[config.mk]
export PLATFORM = sky130hd
export DESIGN_NAME = rca_instruction_unit
export DESIGN_NICKNAME = d
export VERILOG_FILES = /design/src/rtl/rca_instruction_unit_pkg.sv /design/src/rtl/rca_instruction_unit_decode.sv /design/src/rtl/rca_instruction_unit.sv
export SDC_FILE = /design/constraint.sdc
export NUM_CORES = 1
export LEC_CHECK = 0
export ABC_AREA = 1
export CORE_ASPECT_RATIO = 1.75
export CORE_MARGIN = 2
export CORE_UTILIZATION = 40
export DETAILED_ROUTE_END_ITERATION = 10
export PLACE_DENSITY = 0.79
export REMOVE_ABC_BUFFERS = 1
export SLEW_MARGIN = 20
export SYNTH_ARGS = -nofsm -noshare
export SYNTH_HDL_FRONTEND = slang
export SYNTH_SLANG_ARGS = --single-unit
[constraint.sdc]
create_clock -name clk -period 2 [get_ports clk]
set_input_delay 0.2 -clock clk [delete_from_list [all_inputs] [get_ports clk]]
set_output_delay 0.2 -clock clk [all_outputs]
set_load 0.005 [all_outputs]
[src/rtl/rca_instruction_unit_pkg.sv]
// Shared types and constants for the RCA custom-instruction execution unit.
package rca_instruction_unit_pkg;

  localparam int unsigned XLEN       = 32;
  localparam int unsigned INSTR_W    = 32;
  localparam int unsigned REG_ADDR_W = 5;
  localparam int unsigned FN3_W      = 3;
  localparam int unsigned CFG_DATA_W = 2 * XLEN;

  localparam logic [6:0]      OPCODE_RCA       = 7'b0101011;
  localparam logic [XLEN-1:0] RCA_TIMEOUT_DATA = 32'hFFFF_FFFF;

  typedef enum logic [6:0] {
    RCA_FN7 = 7'b1000000
  } rca_fn7_t;

  typedef enum logic [FN3_W-1:0] {
    FN3_USE            = 3'b000,
    FN3_CPU_REG_CONFIG = 3'b001,
    FN3_CFG_2          = 3'b010,
    FN3_CFG_3          = 3'b011,
    FN3_CFG_4          = 3'b100,
    FN3_CFG_5          = 3'b101
  } rca_fn3_t;

  typedef enum logic [1:0] {
    OP_ILLEGAL = 2'd0,
    OP_USE     = 2'd1,
    OP_CONFIG  = 2'd2
  } rca_op_class_t;

  typedef enum logic [2:0] {
    ST_IDLE      = 3'd0,
    ST_CFG_REQ   = 3'd1,
    ST_USE_START = 3'd2,
    ST_USE_WAIT  = 3'd3,
    ST_WB        = 3'd4
  } rca_unit_state_t;

  // Config write payload presented to the accelerator.
  typedef struct packed {
    logic [FN3_W-1:0]      sel;
    logic [REG_ADDR_W-1:0] addr;
    logic [CFG_DATA_W-1:0] data;
  } rca_cfg_req_t;

endpackage

[src/rtl/rca_instruction_unit_decode.sv]
// Combinational RCA instruction legality check and op-class decode.
module rca_decode
  import rca_instruction_unit_pkg::*;
(
  input  logic [INSTR_W-1:0]    i_instr,
  output rca_op_class_t         o_class_c,
  output logic [FN3_W-1:0]      o_fn3_c,
  output logic [REG_ADDR_W-1:0] o_rd_c
);

  logic [6:0] w_opcode;
  logic [6:0] w_fn7;
  logic       w_unused;

  assign w_opcode = i_instr[6:0];
  assign w_fn7    = i_instr[31:25];
  assign o_fn3_c  = i_instr[14:12];
  assign o_rd_c   = i_instr[11:7];
  // Source register fields are not needed: operand values arrive pre-read.
  assign w_unused = ^i_instr[24:15];

  // Classify: right opcode and fn7, then fn3 selects USE or one of five config ops.
  always_comb begin
    o_class_c = OP_ILLEGAL;
    if ((w_opcode == OPCODE_RCA) && (w_fn7 == RCA_FN7)) begin
      if (o_fn3_c == FN3_USE) begin
        o_class_c = OP_USE;
      end else if (o_fn3_c <= FN3_CFG_5) begin
        o_class_c = OP_CONFIG;
      end
    end
  end

endmodule

[src/rtl/rca_instruction_unit.sv]
// RCA custom-instruction responder: config write serialiser and USE launch/writeback.
module rca_instruction_unit
  import rca_instruction_unit_pkg::*;
#(
  parameter int unsigned ID_W           = 3,
  parameter int unsigned TIMEOUT_CYCLES = 1024
) (
  input  logic                  clk,
  input  logic                  rst_n,
  input  logic                  issue_valid,
  output logic                  issue_ready,
  input  logic [INSTR_W-1:0]    issue_instr,
  input  logic [XLEN-1:0]       issue_rs1,
  input  logic [XLEN-1:0]       issue_rs2,
  input  logic [ID_W-1:0]       issue_id,
  output logic                  cfg_valid,
  input  logic                  cfg_ready,
  output logic [FN3_W-1:0]      cfg_sel,
  output logic [REG_ADDR_W-1:0] cfg_addr,
  output logic [CFG_DATA_W-1:0] cfg_data,
  output logic                  acc_start,
  output logic [XLEN-1:0]       acc_rs1,
  output logic [XLEN-1:0]       acc_rs2,
  input  logic                  acc_done,
  input  logic [XLEN-1:0]       acc_result,
  output logic                  wb_valid,
  input  logic                  wb_ready,
  output logic [ID_W-1:0]       wb_id,
  output logic [REG_ADDR_W-1:0] wb_rd,
  output logic [XLEN-1:0]       wb_data,
  output logic                  illegal,
  output logic                  timeout,
  output logic                  busy
);

  localparam int unsigned CNT_W = (TIMEOUT_CYCLES > 1) ? $clog2(TIMEOUT_CYCLES) : 1;
  localparam logic [CNT_W-1:0] CNT_LAST = CNT_W'(TIMEOUT_CYCLES - 1);

  rca_unit_state_t       r_state;
  rca_unit_state_t       w_state_nxt;
  logic [CNT_W-1:0]      r_cnt;
  rca_cfg_req_t          r_cfg;
  logic [XLEN-1:0]       r_rs1;
  logic [XLEN-1:0]       r_rs2;
  logic [ID_W-1:0]       r_id;
  logic [XLEN-1:0]       r_wb_data;
  logic                  r_issue_ready;
  logic                  r_busy;
  logic                  r_cfg_valid;
  logic                  r_acc_start;
  logic                  r_wb_valid;
  logic                  r_illegal;
  rca_op_class_t         w_class;
  logic [FN3_W-1:0]      w_fn3;
  logic [REG_ADDR_W-1:0] w_rd;
  logic                  w_accept;
  logic                  w_load_result;
  logic                  w_timeout;

  rca_decode u_decode (
    .i_instr   (issue_instr),
    .o_class_c (w_class),
    .o_fn3_c   (w_fn3),
    .o_rd_c    (w_rd)
  );

  assign w_accept = issue_valid & r_issue_ready;

  // State register.
  always_ff @(posedge clk or negedge rst_n) begin
    if (!rst_n) begin
      r_state <= ST_IDLE;
    end else begin
      r_state <= w_state_nxt;
    end
  end

  // Next state; acc_done only counts in USE_WAIT and beats the terminal count.
  always_comb begin
    w_state_nxt   = r_state;
    w_load_result = 1'b0;
    w_timeout     = 1'b0;
    case (r_state)
      ST_IDLE: begin
        if (w_accept) begin
          if (w_class == OP_USE) begin
            w_state_nxt = ST_USE_START;
          end else if (w_class == OP_CONFIG) begin
            w_state_nxt = ST_CFG_REQ;
          end
        end
      end
      ST_CFG_REQ: begin
        if (cfg_ready) begin
          w_state_nxt = ST_IDLE;
        end
      end
      ST_USE_START: begin
        w_state_nxt = ST_USE_WAIT;
      end
      ST_USE_WAIT: begin
        if (acc_done || (r_cnt == CNT_LAST)) begin
          w_load_result = 1'b1;
          w_timeout     = ~acc_done;
          w_state_nxt   = (r_cfg.addr == '0) ? ST_IDLE : ST_WB;
        end
      end
      ST_WB: begin
        if (wb_ready) begin
          w_state_nxt = ST_IDLE;
        end
      end
      default: begin
        w_state_nxt = ST_IDLE;
      end
    endcase
  end

  // Wait counter: held at zero outside USE_WAIT so every wait starts fresh.
  always_ff @(posedge clk or negedge rst_n) begin
    if (!rst_n) begin
      r_cnt <= '0;
    end else if (r_state != ST_USE_WAIT) begin
      r_cnt <= '0;
    end else begin
      r_cnt <= r_cnt + CNT_W'(1);
    end
  end

  // Registered handshake flags and payloads, derived from the upcoming state.
  always_ff @(posedge clk or negedge rst_n) begin
    if (!rst_n) begin
      r_issue_ready <= 1'b1;
      r_busy        <= 1'b0;
      r_cfg_valid   <= 1'b0;
      r_acc_start   <= 1'b0;
      r_wb_valid    <= 1'b0;
      r_illegal     <= 1'b0;
      r_cfg         <= '0;
      r_rs1         <= '0;
      r_rs2         <= '0;
      r_id          <= '0;
      r_wb_data     <= '0;
    end else begin
      r_issue_ready <= (w_state_nxt == ST_IDLE);
      r_busy        <= (w_state_nxt != ST_IDLE);
      r_cfg_valid   <= (w_state_nxt == ST_CFG_REQ);
      r_acc_start   <= (w_state_nxt == ST_USE_START);
      r_wb_valid    <= (w_state_nxt == ST_WB);
      r_illegal     <= w_accept & (w_class == OP_ILLEGAL);
      if (w_accept && (w_class != OP_ILLEGAL)) begin
        r_cfg.sel  <= w_fn3;
        r_cfg.addr <= w_rd;
        r_cfg.data <= {issue_rs2, issue_rs1};
        r_rs1      <= issue_rs1;
        r_rs2      <= issue_rs2;
        r_id       <= issue_id;
      end
      if (w_load_result) begin
        r_wb_data <= w_timeout ? RCA_TIMEOUT_DATA : acc_result;
      end
    end
  end

  assign issue_ready = r_issue_ready;
  assign busy        = r_busy;
  assign cfg_valid   = r_cfg_valid;
  assign cfg_sel     = r_cfg.sel;
  assign cfg_addr    = r_cfg.addr;
  assign cfg_data    = r_cfg.data;
  assign acc_start   = r_acc_start;
  assign acc_rs1     = r_rs1;
  assign acc_rs2     = r_rs2;
  assign wb_valid    = r_wb_valid;
  assign wb_id       = r_id;
  assign wb_rd       = r_cfg.addr;
  assign wb_data     = r_wb_data;
  assign illegal     = r_illegal;
  // Timeout flags the terminal-count cycle itself, so it follows acc_done directly.
  assign timeout     = w_timeout;

endmodule

==> flow_summary.toml <==
[grt]
antenna_found_initial = 0
first_global_vias = 5254
grtUsageTotal_pct = 21.06
grt_pass1_wl_um = 25260
gr-total-overflow = 0
grt_max_degree = 64

[route]
drc_errors = 0
wl_um = 16640
wl_per_cell_um = 14.79
viasPerCell = 4.519
vias = 5084
detail_route.iter0.violations = 128
ant_nets = 0
firstDrtPassIters = 4

[clock_tree]
clock_path_buffers = 2
cts_tree = "built"
clock_sinks = 126
clkTransAtPathRegs_ns = 0.06
cts_max_level = 4
cts_root_buf = "clkbuf_16"
numCtsBuffers = 17
clk_latency_ns = 0.41

[power_and_ir_drop]
power_density_nw_per_um2 = 677.3
max-vdd-ir-drop_v = 0.0004936
p_leak_uw = 0.004478
finalPower_uw = 6497

[synthesis]
netlist_area_sq_um = 5933
synth-simple-area-share_pct = 13.73
synth-xor-area-share_pct = 0.1476
synthAdderAreaFrac_pct = 0.2109
yosysTopAreaCellShare_pct = 52.72
yosysWarningCount = 0
synth-seq-cells = 126
syn-instance-count = 666
synth_compound_area_share_pct = 13.20
muxShareOfSynthArea_pct = 0
synth.area.top_cells = "dfrtp_1 (53%), buf_4 (10%), o21a_1 (9.5%), inv_1 (8.3%), nand2_1 (6.9%)"
synth_top_area_cell = "dfrtp_1"
synth_top_family_by_area = "buffers and inverters"
yosysSeqAreaShare_pct = 53.16
synth_cell_types = 24
synth.avg_cell_area_sq_um = 8.909

[worst_setup_path]
path_class = "reg -> out"
startpoint_type = "register"
reg2reg_to = "wb_data[17]$_DFFE_PN0P_"
r2r-start = "r_cnt[0]$_DFF_PN0_"
r2r_cells = 9
path_max_fanout = 2
setup.worst_path.end_class = "primary output"
r2r_slack_ns = 0.32
cp.arrival_ns = 1.77
cp.required_ns = 1.80

[sta]
finalHoldViolCount = 0
setup_violations = 0
fmax_ghz = 0.5073
fin_skew_ns = 0.01817
whs_ns = 0.2083
setup_ws_ns = 0.02893
max_slew_margin_pct = 73.71
period_minus_slack_ns = 1.971
finalMaxSlewViolations = 0
rsz0062_at_grt = "true"
period_share_pct = 98.55
worstMarginPinSlew_ns = 0.3944

[die]
rows = 58
fp.dieArea_sq_um = 15860
ios = 320
core_sq_um = 14440
die_w_um = 96.07
chipHeight_um = 165.1
start_util_pct = 41.08

[hold_path]
min_path_type = "in -> async"

[placement]
numPortBuffers = 309
place_congestion = 0.8693
dp_cells = 1091
place_ws_ns = -0.06594
dpl.hpwl_um = 12710

[cells_and_area]
fin_cells = 1125
nets = 1070
layout_common_cells = "clkdlybuf4s50_1 (307), inv_1 (131), dfrtp_1 (125)"
drive_gt1_share_pct = 7.725
num_antenna_cells = 0
final_util_pct = 66.43
area_growth_pct = 61.68
layout_commonest_cell = "clkdlybuf4s50_1"

[job]
maxCapViolCount = 0

[outcome]
status = "complete, no violations"
==> how the worst max path moves through the flow <==
stage	cells after the start	slack (ns)	start	endpoint
after detailed placement	10	-0.07	issue_instr[2]	cfg_addr[1]$_DFFE_PN0P_
final	10	0.03	r_cnt[0]$_DFF_PN0_	timeout
after global placement	10	-0.02	issue_instr[2]	cfg_addr[3]$_DFFE_PN0P_
after global routing	10	-0.12	r_cnt[0]$_DFF_PN0_	timeout
after floorplan	7	-0.74	issue_instr[2]	cfg_addr[0]$_DFFE_PN0P_
after CTS	10	-0.04	r_cnt[0]$_DFF_PN0_	timeout
==> routing by layer <==
metal,up-vias,global-route usage [%],routed length (um)
li1,2513,-,-
met1,2360,21.84,5906
met2,178,38.32,9288
met3,33,5.082,888
met4,0,10.65,560
met5,-,0,0
==> what timing repair did <==
action,in CTS,in global routing
endpoints found under the hold margin,84,0
hold buffers,1,0
buffers inserted,1,0
resized for setup,8,1
pin swaps,2,1
setup endpoints to repair,1,1
==> where the power goes <==
part           internal [uW]  switching [uW]
Sequential              2590            20.9
Clock                   2250            1140
Combinational            325             173
Total                   5170            1330
==> synthesized netlist by cell type <==
master and n:
xnor2_1 1, nand4_1 4, nor2_1 30, clkbuf_1 8, nand3_1 8, a21oi_1 39
buf_6 1, buf_2 6, ha_1 1, nor4_1 1, and2_1 1, nor3_1 36
nand3b_1 1, dfrtp_1 125, or2_0 1, inv_1 131, buf_4 79, o21a_1 75
dfstp_2 1, inv_2 1, nor3_2 1, nor2_4 1, nand2_1 109, o21ai_0 5
==> area by class of cell <==
| cell class | instances | area [sq um] |
|---|---|---|
| clock buffers | 19 | 442.9 |
| clock inverters | 13 | 210.2 |
| fillers | 1148 | 4848 |
| inverters | 132 | 495.5 |
| multi-input cells | 314 | 1637 |
| flip-flops and latches | 126 | 3154 |
| well taps | 180 | 225.2 |
| repair buffers | 341 | 3428 |
==> critical path, stage by stage, from the launching register on <==
cell,delay [ns]
dfrtp_1,0.35
ha_1,0.17
nand2_1,0.07
nor2_2,0.12
inv_1,0.05
nor2_2,0.09
nand2_1,0.07
nor2_2,0.11
nand3_2,0.08
nor3_2,0.13
buf_2,0.15
==> metrics by stage <==
| stage | area, sq um | setup TNS [ns] |
|---|---|---|
| 4_1_cts | 9590 | -0.03918 |
| 2_1_floorplan | 5269 | -55.48 |
| 3_5_place_dp | 8910 | -1.127 |
| 6_report | 9593 | 0 |
| 5_1_grt | 9593 | -0.1184 |
| 3_3_place_gp | 8910 | -0.08262 |
==> kinds of logic (layout without fill, tap and decap cells) <==
logic type               count (synthesis)  count (layout)
buffers and inverters                  226             505
AND/OR/NAND/NOR                        193             193
AO/OA/AOI/OAI                          119             119
XOR/XNOR                                 1               1
flip-flops                             126             126
adder cells (fa/ha/maj)                  1               1
==> flip-flops by register name (all words and copies together), names as in the netlist <==
| register | flops |
|---|---|
| wb_data | 32 |
| acc_start | 1 |
| r_state | 3 |
| cfg_addr | 5 |
| r_cnt | 10 |
| issue_ready | 1 |
| wb_id | 3 |
| cfg_sel | 3 |
| illegal | 1 |
| wb_valid | 1 |
| busy | 1 |
| cfg_valid | 1 |
| cfg_data | 64 |
Note: power is estimated with default switching activity, not from simulation.
==> RTL change (same settings) <==
Register the input `cfg_ready` before use, without a reset. The logic sees it one clock later. The other inputs are not delayed to match.
--- a/src/rtl/rca_instruction_unit.sv
+++ b/src/rtl/rca_instruction_unit.sv
@@ -37,2 +37,8 @@
   localparam logic [CNT_W-1:0] CNT_LAST = CNT_W'(TIMEOUT_CYCLES - 1);
+
+  logic cfg_ready_q;
+
+  always_ff @(posedge clk) begin
+    cfg_ready_q <= cfg_ready;
+  end
 
@@ -93,3 +99,3 @@
       ST_CFG_REQ: begin
-        if (cfg_ready) begin
+        if (cfg_ready_q) begin
           w_state_nxt = ST_IDLE;
Check against the original RTL: not equivalent (Yosys sat finds a counterexample within 4 cycles, from zero or initial values and one cycle with rst_n low).
==> RTL change against the unedited design <==
Utilization fell by 1.7 points. Critical path type unchanged. Critical path depth is 2 lower. Non-clock buffer count decreased by 16. Count of clock-buffer cells in the layout down 1. Area after synthesis is 2.9% lower. First-iteration DRC count is 70% higher. Wire length is 5.7% lower. Worst setup slack improved by 65 ps. Sequential cell count increased by 1. Final area is 4.0% lower. Global-route usage down 1.1 points.
Power is not compared: it rests on default switching activity, and its combinational part moved more than twofold at a synthesized area within 25%.
==> RTL change: results (changes against the unedited design) <==
metric,value,unit,change
worstSkewPairLatency,410,ps,about the same
clkTransAtPathRegs,60,ps,about the same
ys_seq_area_frac,0.551,,+0.0193
htree_levels,4,,unchanged
drtIter0Drc,218,,+70%
fin_nets,1041,,-2.7%
routed_wl,15.7,mm,-5.7%
antenna_found_initial,0,,unchanged
rr_startpoint,r_cnt[1],,
grt.total_usage,0.200,,-0.0109
insertedDiodeCount,0,,unchanged
netlist_top_cells_area,"dfrtp_1, buf_4, nand2_1",,
portBuffers,309,,unchanged
cp.arrival,1710,ps,-60 ps
hold_start,cfg_ready,,
grt_pass1_vias,4721,,-10%
largest_register_ffs,64,,unchanged
irDropWorstVdd,0.000519,V,
postPlaceCellArea,8530,um2,-4.2%
critPathTopFamily,simple AND/OR/NAND/NOR gates,,
num-fill-cells,1150,,+0.17%
finalHoldViolCount,0,,unchanged
cpPeakStageDelay,380,ps,+30 ps
drtPass1Iterations,4,,unchanged
synth.top_cells.by_count,"dfrtp_1, nand2_1, inv_1",,
finalClockSkew,11.9,ps,-6.22 ps
hp-class,in2reg,,
clockBufferDepth,2,,unchanged
ys_types,31,,+29%
r2r_cells,12,,+3
gp_congestion,0.793,,-8.7%
drive_gt1_frac,0.0721,,-0.00520
cts_buffers,17,,unchanged
slew_viol_final,0,,unchanged
power_leakage,4.25,nW,
whs_endpoint,cfg_ready_q,,
rrSetupSlack,250,ps,-70 ps
dp_hpwl,11.8,mm,-7.3%
min_path_cells,1,,
worstReg2RegEnd,wb_data[10],,
synth_edf_count,0,,unchanged
cp_slowest_cell,dfrtp_1,,
relSlewSlack,0.741,,+0.00392
cp_max_fo,3,,+1
root_buffer,clkbuf_16,,
grt_max_degree,106,,+66%
avgViaCountPerCell,4.54,,+0.51%
async_flop_share,0.992,,-0.00787
yosysWarnings,0,,unchanged
grt_pass1_wl,23.7,mm,-6.1%
synth_ff_type,dfrtp_1,,
status,"complete, no violations",,
==> RTL change: cell type report <==
type	instances	area, um2	area share
Inverter	97	364	0.0395
Multi-Input combinational cell	335	1570	0.171
Clock inverter	14	181	0.0197
Clock buffer	18	429	0.0466
Tap cell	180	225	0.0245
Timing Repair Buffer	325	3260	0.354
Sequential cell	127	3170	0.345
==> RTL change: worst reg2reg max path, cell delays in order, from the launching register on <==
cell and delay [ps]:
dfrtp_1 380, ha_4 170, nand2_4 60, nor2_4 100
nand3_2 100, nor2_4 130, nand2_4 80, nand2_4 80
inv_2 70, nor2_8 180, buf_12 190, o21ai_1 90
nand2_1 70
==> RTL change: what timing repair did <==
action                                  in CTS  in global routing
endpoints found under the hold margin      125                  0
setup buffers                                2                  2
hold buffers                                 1                  0
endpoints found under the setup margin       1                  2
gates resized for setup                      5                  4
pin swaps                                    2                  2
==> RTL change: how the worst max path moves through the flow <==
stage                      from     endpoint  slack [ps]
floorplan           issue_ready  cfg_addr[0]       -1760
global placement       r_cnt[0]      timeout          60
detailed placement     r_cnt[0]      timeout          30
CTS                    r_cnt[0]      timeout          20
global route           r_cnt[1]      timeout          -9
finish                 r_cnt[1]      timeout          90
==> RTL change: cell families after synthesis <==
kind of cell,synth area share
fa+ha+maj,0.00217
flops,0.551
simple gates,0.180
compound gates,0.0830
buf+inv,0.183
xor+xnor,0.00152
==> RTL change: metrics by stage <==
step / hold WS, ps / cells / worst slack [ps] / TNS [ps]
6_report: 251 / 1096 / 93.7 / 0
5_1_grt: 242 / 1096 / -8.98 / -8.98
4_1_cts: 231 / 1094 / 21.6 / 0
3_5_place_dp: 220 / 1059 / 30.6 / 0
3_3_place_gp: 222 / 1059 / 59.6 / 0
2_1_floorplan: -95.6 / 559 / -1760 / -129940
==> RTL change: power breakdown <==
| group | switching [W] | internal (W) |
|---|---|---|
| clock network | 0.00118 | 0.00199 |
| registers | 0.000198 | 0.00296 |
| logic | 0.000851 | 0.00110 |
| total | 0.00223 | 0.00605 |
==> RTL change: metal layers <==
layer,global-route usage,vias up,wire length (um)
li1,-,2443,-
met1,0.213,2325,5620
met2,0.369,188,8740
met3,0.0504,22,1040
met4,0.0744,0,310
met5,0,-,0
